## config.mk

```make
export PLATFORM = sky130hd
export DESIGN_NAME = instr_sequencer
export DESIGN_NICKNAME = d
export VERILOG_FILES = /design/src/rtl/instr_sequencer.sv
export SDC_FILE = /design/constraint.sdc
export NUM_CORES = 1
export LEC_CHECK = 0
export ABC_AREA = 1
export BUFFER_PORTS_ARGS = -buffer_cell sky130_fd_sc_hd__buf_2
export CORE_MARGIN = 2
export CORE_UTILIZATION = 48
export CTS_CLUSTER_DIAMETER = 100
export DETAILED_ROUTE_END_ITERATION = 12
export PLACE_DENSITY = 0.86
export SKIP_CTS_REPAIR_TIMING = 1
export SYNTH_ARGS = -nofsm -noshare
export SYNTH_HDL_FRONTEND = slang
export SYNTH_SLANG_ARGS = --single-unit
```

## constraint.sdc

```tcl
create_clock -name Clk -period 1.75 [get_ports Clk]
set_input_delay 0.175 -clock Clk [delete_from_list [all_inputs] [get_ports Clk]]
set_output_delay 0.175 -clock Clk [all_outputs]
set_load 0.01 [all_outputs]
```

## src/rtl/instr_sequencer.sv

```systemverilog
// Multi-cycle fetch/decode/execute sequencer.
// Owns PC/IR, handshakes with instruction memory, drives datapath controls.
module instr_sequencer #(
    parameter int PC_W = 8,
    parameter int IR_W = 16
) (
    input  logic            Clk,
    input  logic            Reset,
    output logic            IM_req,
    output logic [PC_W-1:0] IM_addr,
    input  logic            IM_ack,
    input  logic [IR_W-1:0] IM_rdata,
    output logic [3:0]      RF_Ra_addr,
    output logic [3:0]      RF_Rb_addr,
    output logic [3:0]      RF_W_addr,
    output logic            RF_W_en,
    output logic            RF_W_sel,
    output logic [7:0]      D_addr,
    output logic            D_wr,
    output logic [2:0]      ALU_s,
    output logic            Halted,
    output logic            Illegal,
    output logic [PC_W-1:0] PC_Out,
    output logic [IR_W-1:0] IR_Out,
    output logic [7:0]      StateO,
    output logic [7:0]      NextStateO
);

    typedef enum logic [7:0] {
        INIT   = 8'd0,
        FETCH  = 8'd1,
        WAIT   = 8'd2,
        DECODE = 8'd3,
        LD_A   = 8'd4,
        LD_B   = 8'd5,
        STORE  = 8'd6,
        ALU    = 8'd7,
        HALT   = 8'd8
    } state_t;

    state_t          state;
    state_t          next;
    logic [PC_W-1:0] pc;
    logic [IR_W-1:0] ir;
    logic [3:0]      op;
    logic            take;

    assign op = ir[15:12];

    always_ff @(posedge Clk or negedge Reset) begin
        if (!Reset) begin
            state <= INIT;
            pc    <= '0;
            ir    <= '0;
        end else begin
            state <= next;
            if (take) begin
                ir <= IM_rdata;
                pc <= pc + PC_W'(1);
            end
        end
    end

    // All controls decode from the registered state, so an async reset
    // drops IM_req and any pending write enable immediately.
    always_comb begin
        next      = state;
        take      = 1'b0;
        IM_req    = 1'b0;
        RF_W_en   = 1'b0;
        RF_W_sel  = 1'b0;
        RF_W_addr = ir[3:0];
        D_wr      = 1'b0;
        ALU_s     = 3'b000;
        Halted    = 1'b0;
        Illegal   = 1'b0;
        unique case (state)
            INIT: next = FETCH;
            FETCH, WAIT: begin
                IM_req = 1'b1;
                if (IM_ack) begin
                    take = 1'b1;
                    next = DECODE;
                end else begin
                    next = WAIT;
                end
            end
            DECODE: begin
                case (op)
                    4'h0:             next = FETCH;
                    4'h1:             next = STORE;
                    4'h2:             next = LD_A;
                    4'h3, 4'h4, 4'h5: next = ALU;
                    4'h6:             next = HALT;
                    default: begin
                        Illegal = 1'b1;
                        next    = FETCH;
                    end
                endcase
            end
            LD_A: next = LD_B;
            LD_B: begin
                RF_W_en   = 1'b1;
                RF_W_sel  = 1'b1;
                RF_W_addr = ir[11:8];
                next      = FETCH;
            end
            STORE: begin
                D_wr = 1'b1;
                next = FETCH;
            end
            ALU: begin
                RF_W_en = 1'b1;
                case (op)
                    4'h3:    ALU_s = 3'b001;
                    4'h4:    ALU_s = 3'b010;
                    default: ALU_s = 3'b011;
                endcase
                next = FETCH;
            end
            HALT: begin
                Halted = 1'b1;
                next   = HALT;
            end
            default: next = INIT;
        endcase
    end

    assign IM_addr    = pc;
    assign PC_Out     = pc;
    assign IR_Out     = ir;
    assign RF_Ra_addr = ir[11:8];
    assign RF_Rb_addr = ir[7:4];
    assign D_addr     = ir[7:0];
    assign StateO     = state;
    assign NextStateO = next;

endmodule

```

**Word-level counts from Yosys, hierarchy flattened**

Index checks and enable logic that the tools add are counted.

- Input bits: 19
- Logic and storage cells: 40
- Output and inout bits: 77
- Register bits: 32

- Add/sub/neg operators: 1
- Mux-type cells: 15
- Equal/unequal tests: 14
- Reductions and logical operators: 7

Operators with widths:

| cell | count |
|---|---|
| 8-bit by 3-bit equality test with 1-bit output (second input constant) | 4 |
| 4-bit one-hot mux with 5 select lines | 1 |
| 8-bit by 2-bit equality test with 1-bit output (second input constant) | 2 |
| 4-bit one-hot mux with 4 select lines | 1 |
| 4-bit by 3-bit equality test with 1-bit output (second input constant) | 3 |
| 1-bit two-way mux | 10 |
| 8-bit by 1-bit adder with 8-bit output (second input constant) | 1 |
| 4-bit by 2-bit equality test with 1-bit output (second input constant) | 2 |
| 8-bit by 1-bit equality test with 1-bit output (second input constant) | 1 |
| 8-bit by 4-bit equality test with 1-bit output (second input constant) | 1 |
| 8-bit logical NOT | 1 |
| 7-bit OR reduction | 1 |
| 4-bit by 1-bit equality test with 1-bit output (second input constant) | 1 |
| 4-bit logical NOT | 1 |
| 4-bit two-way mux | 1 |
| 2-bit one-hot mux with 2 select lines | 1 |
| 2-bit OR reduction | 2 |
| 4-bit OR reduction | 1 |
| 3-bit OR reduction | 1 |
| 2-bit two-way mux | 1 |

**Depth between registers and ports, before layout**

- Word-level depth: 4
- Depth in mapped cells: 8
- Mapped depth without buffers: 8

**Worst setup path before layout**

No wires, ideal clock.

- Kind: register to output
- From: register state[2] (netlist: StateO[2])
- To: output RF_W_addr[0]
- Stages on the path, launching flop included: 9
- Buffers on the path: 0
- Required time: 1575 ps
- Slack: 450 ps
- Data arrival time: 1125 ps
- Cell sequence: dfrtp_1 > inv_1 > nor2_2 > inv_2 > nor2_4 > nand2_2 > clkinv_2 > nand2_1 > nand2_1

- Cells in the longest elaborated chain, start to end: 2

RTL lines:

| what | RTL line | source |
|---|---|---|
| from (decl) | 41 | `state_t state;` |
| from (signal assigned) | 56 | `state <= next;` |
| 8-bit by 3-bit equality test with 1-bit output | 77 | `unique case (state)` |
| 4-bit two-way mux | 77 |  |
| to (decl) | 15 | `output logic [3:0] RF_W_addr,` |

Every way passes these cells.

**Final worst setup path**

- From: register state[3] (netlist: StateO[3])
- To: output RF_W_addr[2]

Same word-level chain as after synthesis.

==> results <==
- The share of synthesized area occupied by flip-flops and latches is 0.403.
- The count of input and output buffers is 86.
- The die is 64.2 um wide.
- Of all nets on the critical path, the largest fanout is 5.
- The critical path endpoint category is an output port.
- In the final layout, the share of cells above drive strength 1 is 0.393.
- For the worst setup path, the data arrival time is 1500 ps.
- For this design the ratio of total power to cell area is 1780 nW/um^2.
- The met1 track demand over resource in global routing is 0.209.
- In the finished design, the share of the clock period the worst path needs comes to 0.958.
- The launch point of the worst reg-to-reg path is StateO[2].
- Routability-driven placement finished with a final weighted congestion of 0.792.
- The final worst clock skew is 1.49 ps.
- For met3 alone, demand over resource in global routing was 0.0264.
- The actual transition at the worst max-transition pin is 591 ps.
- The CTS buffer count is 3.
- In the routed design, unresolved DRC markers number 0.
- Across the whole layout, storage elements account for 702 um^2.
- The effective utilization at floorplan is 0.508.
- The critical path launch point is StateO[3].
- The share of total power dissipated in the clock network is 0.080.
- Clock-pin slew was measured on the worst setup and hold paths at 140 ps.
- The final count of pins violating max slew is 0.
- The floorplan step defined a die boundary enclosing 4120 um^2.
- After floorplanning, the core was divided into 21 placement rows.
- The wire length per cell after detailed routing is 10.5 um.
- The maximum buffer depth of the clock tree is 2.
- The achievable frequency is 0.596 GHz.
- Of the total power, the share spent switching nets is 0.483.
- The analysis attributes to cell leakage a power of 1.29 nW.
- The combinational fraction of design power is 0.591.
- Setup repair after global routing could not meet its margin everywhere.
- The global-route wire length before repair is 5780 um.
- For this run, the number of Yosys warnings is 0.
- The classification of the worst-slack hold path is input pin to register.
- The worst setup path is launched from a register.
- CTS placed an instance of sky130_fd_sc_hd__clkbuf_4 at the clock tree root.
- The area of the mapped netlist is 1740 um^2.
- Dividing the detail-routed via count by the number of cells gives 4.50.
- The final count of hold timing violations is 0.
- Across all hold checks on the routed design, the worst slack comes to 48.8 ps.
- The final setup violation count is 0.
- The number of DRC markers in iteration 0 is 30.
- The fraction of registers with async set/reset is 1.00.
- In this run, synthesis produced a sequential element count of 28.
- The origin of the worst min-delay path is IM_rdata[0].
- In this run the mean area of a mapped cell was 7.55 um^2.
- The total power of the final layout is 3.72 mW.
- The post-synthesis to final-layout area growth is 20.4%.
- The number of synthesized flops with an enable pin is 0.
- Leaving out fill and tap cells, the most frequent cells in the layout are 101 x sky130_fd_sc_hd__nand2_1, 86 x sky130_fd_sc_hd__buf_2, 27 x sky130_fd_sc_hd__dfrtp_1.
- Walking the worst path, the cells encountered are nor2_4 -> inv_2 -> nor2_4 -> nand2_4 -> inv_4 -> nand2_1 -> nand2_1 -> buf_2.
- The count of H-tree levels built during CTS is 1.
- By startpoint and endpoint, the worst setup path is classified as register to output port.
- Global routing finished with a remaining overflow of 0.
- The run finished with clean final reports.
- The clock net in this run drives a total of 28 sinks.
- Clock latency on the worst-skew pair, taken at its later pin, is 310 ps.
- For this design the total switching power over the nets is 1.80 mW.
- The detailed-placement wirelength estimate is 2690 um.
- The number of nets in the layout is 321.
- The count of cell types in the netlist is 25.
- In this run the most used layer during global routing was met2.
- The post-synthesis cell count is 230.
- The required time at the endpoint of the critical path is 1570 ps.
- The longest individual stage delay on the worst path is 480 ps.
- For this run, the leading register cell type out of synthesis is sky130_fd_sc_hd__dfrtp_1.
- The headroom to the max-slew limit is 0.606.
- The initial antenna violation count is 0.
- The filler cells instantiated in the layout total 309.
- The routed layout has 1,557 vias.
- The multi-input combinational cells in the finished layout cover a total of 717 um^2.
- The worst path needs 1680 ps of the cycle, external delays included.
- The slowest stage cell on the critical path is sky130_fd_sc_hd__dfrtp_2.
- Max-cap violations in this run came to 0.
- The total detailed-routing wirelength is 3650 um.
- TritonCTS built the clock tree.
- In this run the standard cell core region covers 3420 um^2.
- The via count of the first global-routing pass came to 1,346.
- Entering global routing, the biggest net connects 29 pins.
- The height of the die is 64.2 um.
- Internal power comes to 1.92 mW.
- The maximum VDD drop is 0.897 mV.
- Across every metal layer, demand over resource in global routing totals 0.176.
- The commonest non-fill, non-tap cell in the layout is sky130_fd_sc_hd__nand2_1.
- The pre-antenna-repair detailed-routing pass consisted of 4 iterations.
- The number of antenna diodes is 0.
- The portion of total power attributed to sequential cells is 0.329.
- The fraction of met2 tracks used by global routing is 0.327.
- For this design the top-level I/O count stands at 96.
- The number of nets still failing antenna checks after routing is 0.
==> flip-flops by register name (all words and copies together), names as in the netlist <==
signal and count:
StateO 4, IM_addr 8, IR_Out 16
==> through the flow <==
| stage | util | std cells | instance area (um^2) | setup slack (ps) | setup TNS (ps) |
|---|---|---|---|---|---|
| finish | 0.612 | 346 | 2090 | 73.1 | 0 |
| global placement | 0.579 | 335 | 1980 | 433 | 0 |
| detailed placement | 0.579 | 335 | 1980 | 406 | 0 |
| floorplan | - | 238 | 1770 | 450 | 0 |
| CTS | 0.589 | 339 | 2010 | 26.5 | 0 |
| global route | 0.612 | 346 | 2090 | -29.2 | -87.7 |
==> logic make-up after synthesis <==
logic type / synth area share
and+or+nand+nor: 0.318
buffers and inverters: 0.213
DFF: 0.403
AOI/OAI and AO/OA: 0.0418
xor gates and xnor gates: 0.0151
adders and majority gates: 0.00720
other: 0.00216
==> power by group through the flow <==
| stage | logic [mW] | registers (mW) | clock network, mW |
|---|---|---|---|
| global route | 2.45 | 1.26 | 0.347 |
| detailed placement | 2.09 | 1.23 | 0 |
| CTS | 2.09 | 1.21 | 0.314 |
| finish | 2.20 | 1.22 | 0.300 |
| global placement | 2.05 | 1.21 | 0 |
| floorplan | 1.51 | 1.32 | 0 |
==> cell usage after synthesis (2+ instances only) <==
| master | n | share of area |
|---|---|---|
| sky130_fd_sc_hd__buf_6 | 4 | 0.026 |
| sky130_fd_sc_hd__inv_2 | 3 | 0.0065 |
| sky130_fd_sc_hd__nand3b_1 | 3 | 0.013 |
| sky130_fd_sc_hd__nor2_1 | 8 | 0.017 |
| sky130_fd_sc_hd__o21ai_0 | 9 | 0.026 |
| sky130_fd_sc_hd__nor2_4 | 3 | 0.019 |
| sky130_fd_sc_hd__nand2_4 | 2 | 0.013 |
| sky130_fd_sc_hd__buf_4 | 33 | 0.14 |
| sky130_fd_sc_hd__dfrtp_1 | 28 | 0.40 |
| sky130_fd_sc_hd__inv_1 | 16 | 0.035 |
| sky130_fd_sc_hd__xor2_1 | 2 | 0.010 |
| sky130_fd_sc_hd__nand2_1 | 102 | 0.22 |
| sky130_fd_sc_hd__nand3_1 | 5 | 0.014 |
==> final timing paths <==
| check | end | slack (ps) | depth (start not counted) |
|---|---|---|---|
| max | RF_W_addr[2] | 70 | 8 |
| min in group asynchronous | IR_Out[13] | 380 | 2 |
| max in group asynchronous | StateO[3] | 950 | 2 |
| min | IR_Out[0] | 50 | 3 |
| min reg2reg | IR_Out[5] | 520 | 2 |
| max reg2reg | IR_Out[15] | 340 | 8 |
==> metal layers <==
metal	routed length, um	up-vias
met4	27	0
met1	1540	693
li1	-	797
met3	242	2
met2	1840	65
met5	0	-
==> cell type report <==
cell class / count / share of cell area
Multi-Input combinational cell: 153 / 0.343
Sequential cell: 28 / 0.336
Timing Repair Buffer: 95 / 0.239
Inverter: 20 / 0.0371
Tap cell: 46 / 0.0275
Clock buffer: 4 / 0.0174
==> worst max-delay path, delay by kind of cell (launching register included) <==
kind,cells,cell delay [ps]
DFF,1,480
buffers and inverters,3,270
and+or+nand+nor,5,450
Note: power is estimated with default switching activity, not from simulation.
